--- src/rtl/complement_unit_pkg.sv ---
// rtl/complement_unit_pkg.sv - shared mode and state encodings for complement_unit
package complement_unit_pkg;

    typedef enum logic [1:0] {
        MODE_PASS = 2'b00,
        MODE_ONES = 2'b01,
        MODE_NEG  = 2'b10,
        MODE_ABS  = 2'b11
    } mode_e;

    typedef enum logic [1:0] {
        S_IDLE = 2'b00,
        S_RUN  = 2'b01,
        S_DONE = 2'b10
    } state_e;

endpackage

--- src/rtl/complement_unit_if.sv ---
// rtl/complement_unit_if.sv - request/result bundle between a client and complement_unit
interface complement_unit_if #(parameter int WIDTH = 8);
    logic             en;
    logic [1:0]       mode;
    logic [WIDTH-1:0] A;
    logic [WIDTH-1:0] Output;
    logic             ready;
    logic             busy;
    logic             overflow;

    modport master (output en, mode, A, input Output, ready, busy, overflow);
    modport slave  (input en, mode, A, output Output, ready, busy, overflow);
endinterface

--- src/rtl/complement_unit_chunk_adder.sv ---
// rtl/complement_unit_chunk_adder.sv - one slice of conditional-invert plus carry-in
module complement_unit_chunk_adder #(
    parameter int CHUNK = 4
) (
    input  logic [CHUNK-1:0] slice,
    input  logic             invert,
    input  logic             c_in,
    output logic [CHUNK-1:0] sum,
    output logic             c_out
);
    logic [CHUNK-1:0] operand;

    assign operand      = invert ? ~slice : slice;
    assign {c_out, sum} = {1'b0, operand} + {{CHUNK{1'b0}}, c_in};
endmodule

--- src/rtl/complement_unit.sv ---
// rtl/complement_unit.sv - slice-serial pass/ones/negate/abs unit with overflow flag
module complement_unit
    import complement_unit_pkg::*;
#(
    parameter int WIDTH = 8,
    parameter int CHUNK = 4
) (
    input  logic              clk,
    input  logic              rst_n,
    complement_unit_if.slave  bus
);
    localparam int NCHUNK = WIDTH / CHUNK;
    localparam int IDXW   = (NCHUNK > 1) ? $clog2(NCHUNK) : 1;
    localparam logic [IDXW-1:0]  LAST_IDX = IDXW'(NCHUNK - 1);
    localparam logic [WIDTH-1:0] MOST_NEG = {1'b1, {(WIDTH-1){1'b0}}};

    state_e           state_q, state_d;
    mode_e            mode_q, mode_d;
    logic [WIDTH-1:0] op_q, op_d;
    logic [WIDTH-1:0] shadow_q, shadow_d;
    logic [WIDTH-1:0] out_q, out_d;
    logic [IDXW-1:0]  idx_q, idx_d;
    logic             inv_q, inv_d;
    logic             carry_q, carry_d;
    logic             ovf_q, ovf_d;
    logic             ready_q, ready_d;
    logic             busy_q, busy_d;

    logic [CHUNK-1:0] slice;
    logic [CHUNK-1:0] sum;
    logic             c_out;

    assign slice = op_q[int'(idx_q) * CHUNK +: CHUNK];

    complement_unit_chunk_adder #(.CHUNK(CHUNK)) u_adder (
        .slice  (slice),
        .invert (inv_q),
        .c_in   (carry_q),
        .sum    (sum),
        .c_out  (c_out)
    );

    always_comb begin
        state_d  = state_q;
        mode_d   = mode_q;
        op_d     = op_q;
        shadow_d = shadow_q;
        out_d    = out_q;
        idx_d    = idx_q;
        inv_d    = inv_q;
        carry_d  = carry_q;
        ovf_d    = ovf_q;
        ready_d  = 1'b0;
        case (state_q)
            S_IDLE: begin
                if (bus.en) begin
                    op_d    = bus.A;
                    mode_d  = mode_e'(bus.mode);
                    idx_d   = '0;
                    state_d = S_RUN;
                    // abs is negate-if-negative: invert and +1 both follow the sign bit
                    case (mode_e'(bus.mode))
                        MODE_PASS: begin inv_d = 1'b0; carry_d = 1'b0; end
                        MODE_ONES: begin inv_d = 1'b1; carry_d = 1'b0; end
                        MODE_NEG:  begin inv_d = 1'b1; carry_d = 1'b1; end
                        default:   begin inv_d = bus.A[WIDTH-1]; carry_d = bus.A[WIDTH-1]; end
                    endcase
                end
            end
            S_RUN: begin
                shadow_d[int'(idx_q) * CHUNK +: CHUNK] = sum;
                carry_d = c_out;
                idx_d   = idx_q + 1'b1;
                if (idx_q == LAST_IDX) begin
                    state_d = S_DONE;
                    out_d   = shadow_d;
                    ovf_d   = ((mode_q == MODE_NEG) || (mode_q == MODE_ABS)) && (op_q == MOST_NEG);
                    ready_d = 1'b1;
                end
            end
            default: state_d = S_IDLE;
        endcase
        busy_d = (state_d != S_IDLE);
    end

    always_ff @(posedge clk or negedge rst_n) begin
        if (!rst_n) begin
            state_q  <= S_IDLE;
            mode_q   <= MODE_PASS;
            op_q     <= '0;
            shadow_q <= '0;
            out_q    <= '0;
            idx_q    <= '0;
            inv_q    <= 1'b0;
            carry_q  <= 1'b0;
            ovf_q    <= 1'b0;
            ready_q  <= 1'b0;
            busy_q   <= 1'b0;
        end else begin
            state_q  <= state_d;
            mode_q   <= mode_d;
            op_q     <= op_d;
            shadow_q <= shadow_d;
            out_q    <= out_d;
            idx_q    <= idx_d;
            inv_q    <= inv_d;
            carry_q  <= carry_d;
            ovf_q    <= ovf_d;
            ready_q  <= ready_d;
            busy_q   <= busy_d;
        end
    end

    assign bus.Output   = out_q;
    assign bus.overflow = ovf_q;
    assign bus.ready    = ready_q;
    assign bus.busy     = busy_q;
endmodule
--- src/flat_wrapper.sv ---
// flat-port wrapper written by rule: the top's interface ports become plain ports
module complement_unit_flat import complement_unit_pkg::*;
#(
    parameter int WIDTH = 8,
    parameter int CHUNK = 4
)
  (clk, rst_n, bus_en, bus_mode, bus_A, bus_Output, bus_ready, bus_busy, bus_overflow);
  complement_unit_if #(.WIDTH(WIDTH)) bus_i ();
  input  logic clk;
  input  logic rst_n;
  input wire logic [$bits(bus_i.en)-1:0] bus_en;
  input wire logic [$bits(bus_i.mode)-1:0] bus_mode;
  input wire logic [$bits(bus_i.A)-1:0] bus_A;
  output wire logic [$bits(bus_i.Output)-1:0] bus_Output;
  output wire logic [$bits(bus_i.ready)-1:0] bus_ready;
  output wire logic [$bits(bus_i.busy)-1:0] bus_busy;
  output wire logic [$bits(bus_i.overflow)-1:0] bus_overflow;
  assign bus_i.en = bus_en;
  assign bus_i.mode = bus_mode;
  assign bus_i.A = bus_A;
  assign bus_Output = bus_i.Output;
  assign bus_ready = bus_i.ready;
  assign bus_busy = bus_i.busy;
  assign bus_overflow = bus_i.overflow;
  complement_unit #(.WIDTH(WIDTH), .CHUNK(CHUNK)) u_core (.clk(clk), .rst_n(rst_n), .bus(bus_i));
endmodule
--- config.mk ---
export PLATFORM = sky130hd
export DESIGN_NAME = complement_unit_flat
export DESIGN_NICKNAME = d
export VERILOG_FILES = /design/src/rtl/complement_unit_pkg.sv /design/src/rtl/complement_unit_if.sv /design/src/rtl/complement_unit_chunk_adder.sv /design/src/rtl/complement_unit.sv /design/src/flat_wrapper.sv
export SDC_FILE = /design/constraint.sdc
export NUM_CORES = 1
export LEC_CHECK = 0
export CORE_MARGIN = 2
export CORE_UTILIZATION = 49
export CTS_CLUSTER_DIAMETER = 120
export DETAILED_ROUTE_END_ITERATION = 6
export GPL_TIMING_DRIVEN = 0
export PLACE_DENSITY = 0.84
export SYNTH_ARGS = -nofsm -noshare
export SYNTH_HDL_FRONTEND = slang
export SYNTH_SLANG_ARGS = --single-unit
--- constraint.sdc ---
create_clock -name clk -period 3.04 [get_ports clk]
set_clock_uncertainty 0.2 [all_clocks]
set_input_delay 0.608 -clock clk [delete_from_list [all_inputs] [get_ports clk]]
set_output_delay 0.608 -clock clk [all_outputs]
set_load 0.1 [all_outputs]
==> flow_summary.yaml, run 1 <==
floorplan:
  die_w_um: 56.1
  core_um2: 2520
  initial_utilization: 0.526
  dieArea_um2: 3140
  ios: 24
  die_y_um: 56.1
  num_rows: 18
sta:
  drv_slew: 0
  tightestPinTransition_ns: 0.976
  fmax_mhz: 378
  relSlewSlack: 0.347
  holdWs_ns: 0.0909
  final_hold_viol_count: 0
  layout_min_cycle_time_ns: 2.64
  setup_viol: 0
  rsz0062_at_grt: "no"
  tns_ns: 0
  finalCritPeriodShare: 0.870
clock_tree:
  clkTransAtPathRegs_ns: 0.09
  cts-root-buf: "clkbuf_4"
  htreeDepth: 2
  post_cts_buffers: 0
  cts_buffers: 5
  cts_tree: "done"
  clk_latency_ns: 0.32
  holdBufCountCts: 0
  cts_resized: 0
  clock_path_buffers: 2
  cts.sinks: 29
drt:
  route.vias.total: 935
  wl_um: 2500
  drc: 0
  wire_per_inst_um: 14.1
  routed_via_density: 5.28
  ant_nets: 0
  first_pass_iters: 4
  initialDrtViolationCount: 9
placement:
  place.gp.congestion: 0.847
  hpwl_um: 1860
  place_area_um2: 1600
  portBuffers: 23
cells_and_area:
  syn2layout_area_growth_pct: 25.1
  mostFrequentLayoutCells: "29 x dfrtp_1, 22 x clkdlybuf4s50_1, 20 x nand2_1"
  final_nets: 163
  fill_cells: 200
  layout-drive-gt1-share: 0.177
  stdcell_area_um2: 1660
  num_antenna_cells: 0
  final_common_cell: "dfrtp_1"
grt:
  grt_first_pass_wirelength_um: 4350
  antenna_found_initial: 0
  grt_pass1_vias: 986
  grt_max_degree: 30
  grt_usage: 0.185
  grt_overflow: 0
critical_path:
  crit_type: "reg2out"
  critPathMaxStageDelay_ns: 1.14
  crit_chain: "clkdlybuf4s50_1"
  cp.arrival_ns: 1.84
  worst_ep_required_time_ns: 2.23
  cp_slowest_cell: "clkdlybuf4s50_1"
  worstSetupEndpointType: "output pin"
  crit_buf_inv: 1
  critPathTopFamily: "buffers and inverters"
  start_kind: "flop"
  path_max_fanout: 2
synth:
  synth_nets: 133
  yosys-top-cells-area: "dfrtp_1 55%, mux2_2 10%, nand2_1 5.7%, ha_1 3.8%, mux2i_1 3.8%"
  async_flop_share: 1.00
  synth_cell_type_count: 31
  synth.ff_latch_count: 29
  ys.flop_type: "dfrtp_1"
  synth.largest_area_cell: "dfrtp_1"
  avgSynthCellArea_um2: 11.4
  yosys_warnings: 0
  synth_edf_count: 0
  ys_seq_area_frac: 0.547
  synth.top_cell.area_share: 0.547
  netlist_area_um2: 1330
  syn_inst: 116
worst_hold_path:
  min_path_type: "in2async"
job:
  maxCapViolCount: 0
outcome:
  outcome: "completed"
## routing by layer
layer / vias to the layer above / routed length, µm / part of all wire / global-route usage
li1: 456 / - / - / -
met4: 0 / 51 / 0.020 / 0.0850
met3: 7 / 106 / 0.042 / 0.0512
met2: 23 / 1320 / 0.53 / 0.331
met1: 449 / 1010 / 0.41 / 0.200
met5: - / 0 / 0 / 0
## logic make-up (layout without fill, tap and decap cells)
group	after synthesis	in the layout	share of synthesized area
flip-flops	29	29	0.547
XOR/XNOR	6	6	0.0500
AND/OR/NAND/NOR	42	42	0.149
adder cells (fa/ha/maj)	4	4	0.0377
multiplexers	17	17	0.139
buffers and inverters	10	41	0.0349
AO/OA/AOI/OAI	8	8	0.0424
## metrics by stage
stage / utilization / std cells / setup WS, ns
detailed placement: 0.632 / 169 / 0.278
CTS: 0.660 / 177 / 0.382
finish: 0.658 / 177 / 0.396
floorplan: - / 116 / 0.920
global route: 0.658 / 177 / 0.358
global placement: 0.632 / 169 / 0.328
## worst paths after layout
check	cells after the start	slack (ns)	startpoint	endpoint
max in group asynchronous	1	2.15	rst_n	u_core.op_q[1]$_DFFE_PN0P_
min reg2reg	2	0.28	u_core.shadow_q[0]$_DFFE_PN0N_	u_core.bus.Output[0]$_DFFE_PN0P_
max reg2reg	6	0.69	u_core.inv_q$_DFFE_PN0P_	u_core.shadow_q[2]$_DFFE_PN0N_
max	1	0.40	u_core.bus.overflow$_DFFE_PN0P_	bus_overflow
min	1	0.09	rst_n	u_core.bus.overflow$_DFFE_PN0P_
min in group clk	2	0.28	u_core.shadow_q[0]$_DFFE_PN0N_	u_core.bus.Output[0]$_DFFE_PN0P_
## cells in the mapped netlist (2+ instances only)
cell,instances
nor2_1,9
dfrtp_1,29
mux2i_1,5
nand4_1,3
xnor2_1,4
mux2_2,12
a21oi_1,2
inv_1,4
clkbuf_1,3
nand3_1,2
ha_1,4
nand2_1,20
## sequential cells by signal, indices dropped and copies added (netlist names)
signal,flops
u_core.state_q,2
u_core.mode_q,1
u_core.carry_q,1
u_core.bus.overflow,1
u_core.bus.ready,1
u_core.op_q,8
u_core.bus.busy,1
u_core.shadow_q,4
u_core.bus.Output,8
u_core.idx_q,1
u_core.inv_q,1
## layout make-up
type,instances,area [µm²],area share
plain buffers,5,27.5,0.0166
flip-flops and latches,29,726,0.437
clock buffers,7,65.1,0.0392
inverters,5,18.8,0.0113
well taps,30,37.5,0.0226
repair buffers,23,225,0.136
multi-input cells,77,556,0.335
clock inverters,1,5.00,0.00301
Power of run 1 is left out: the tool's default activity adds up to more than one toggle a clock period on the data nets, which glitch-free logic cannot reach.
==> run 2, diff against run 1 <==
CTS_CLUSTER_DIAMETER = not set   (was 120)
==> results of run 2 <==
Same layout as run 1: the final DEF is identical, and so are final timing and power.
Power of run 2 is left out for the same reason.
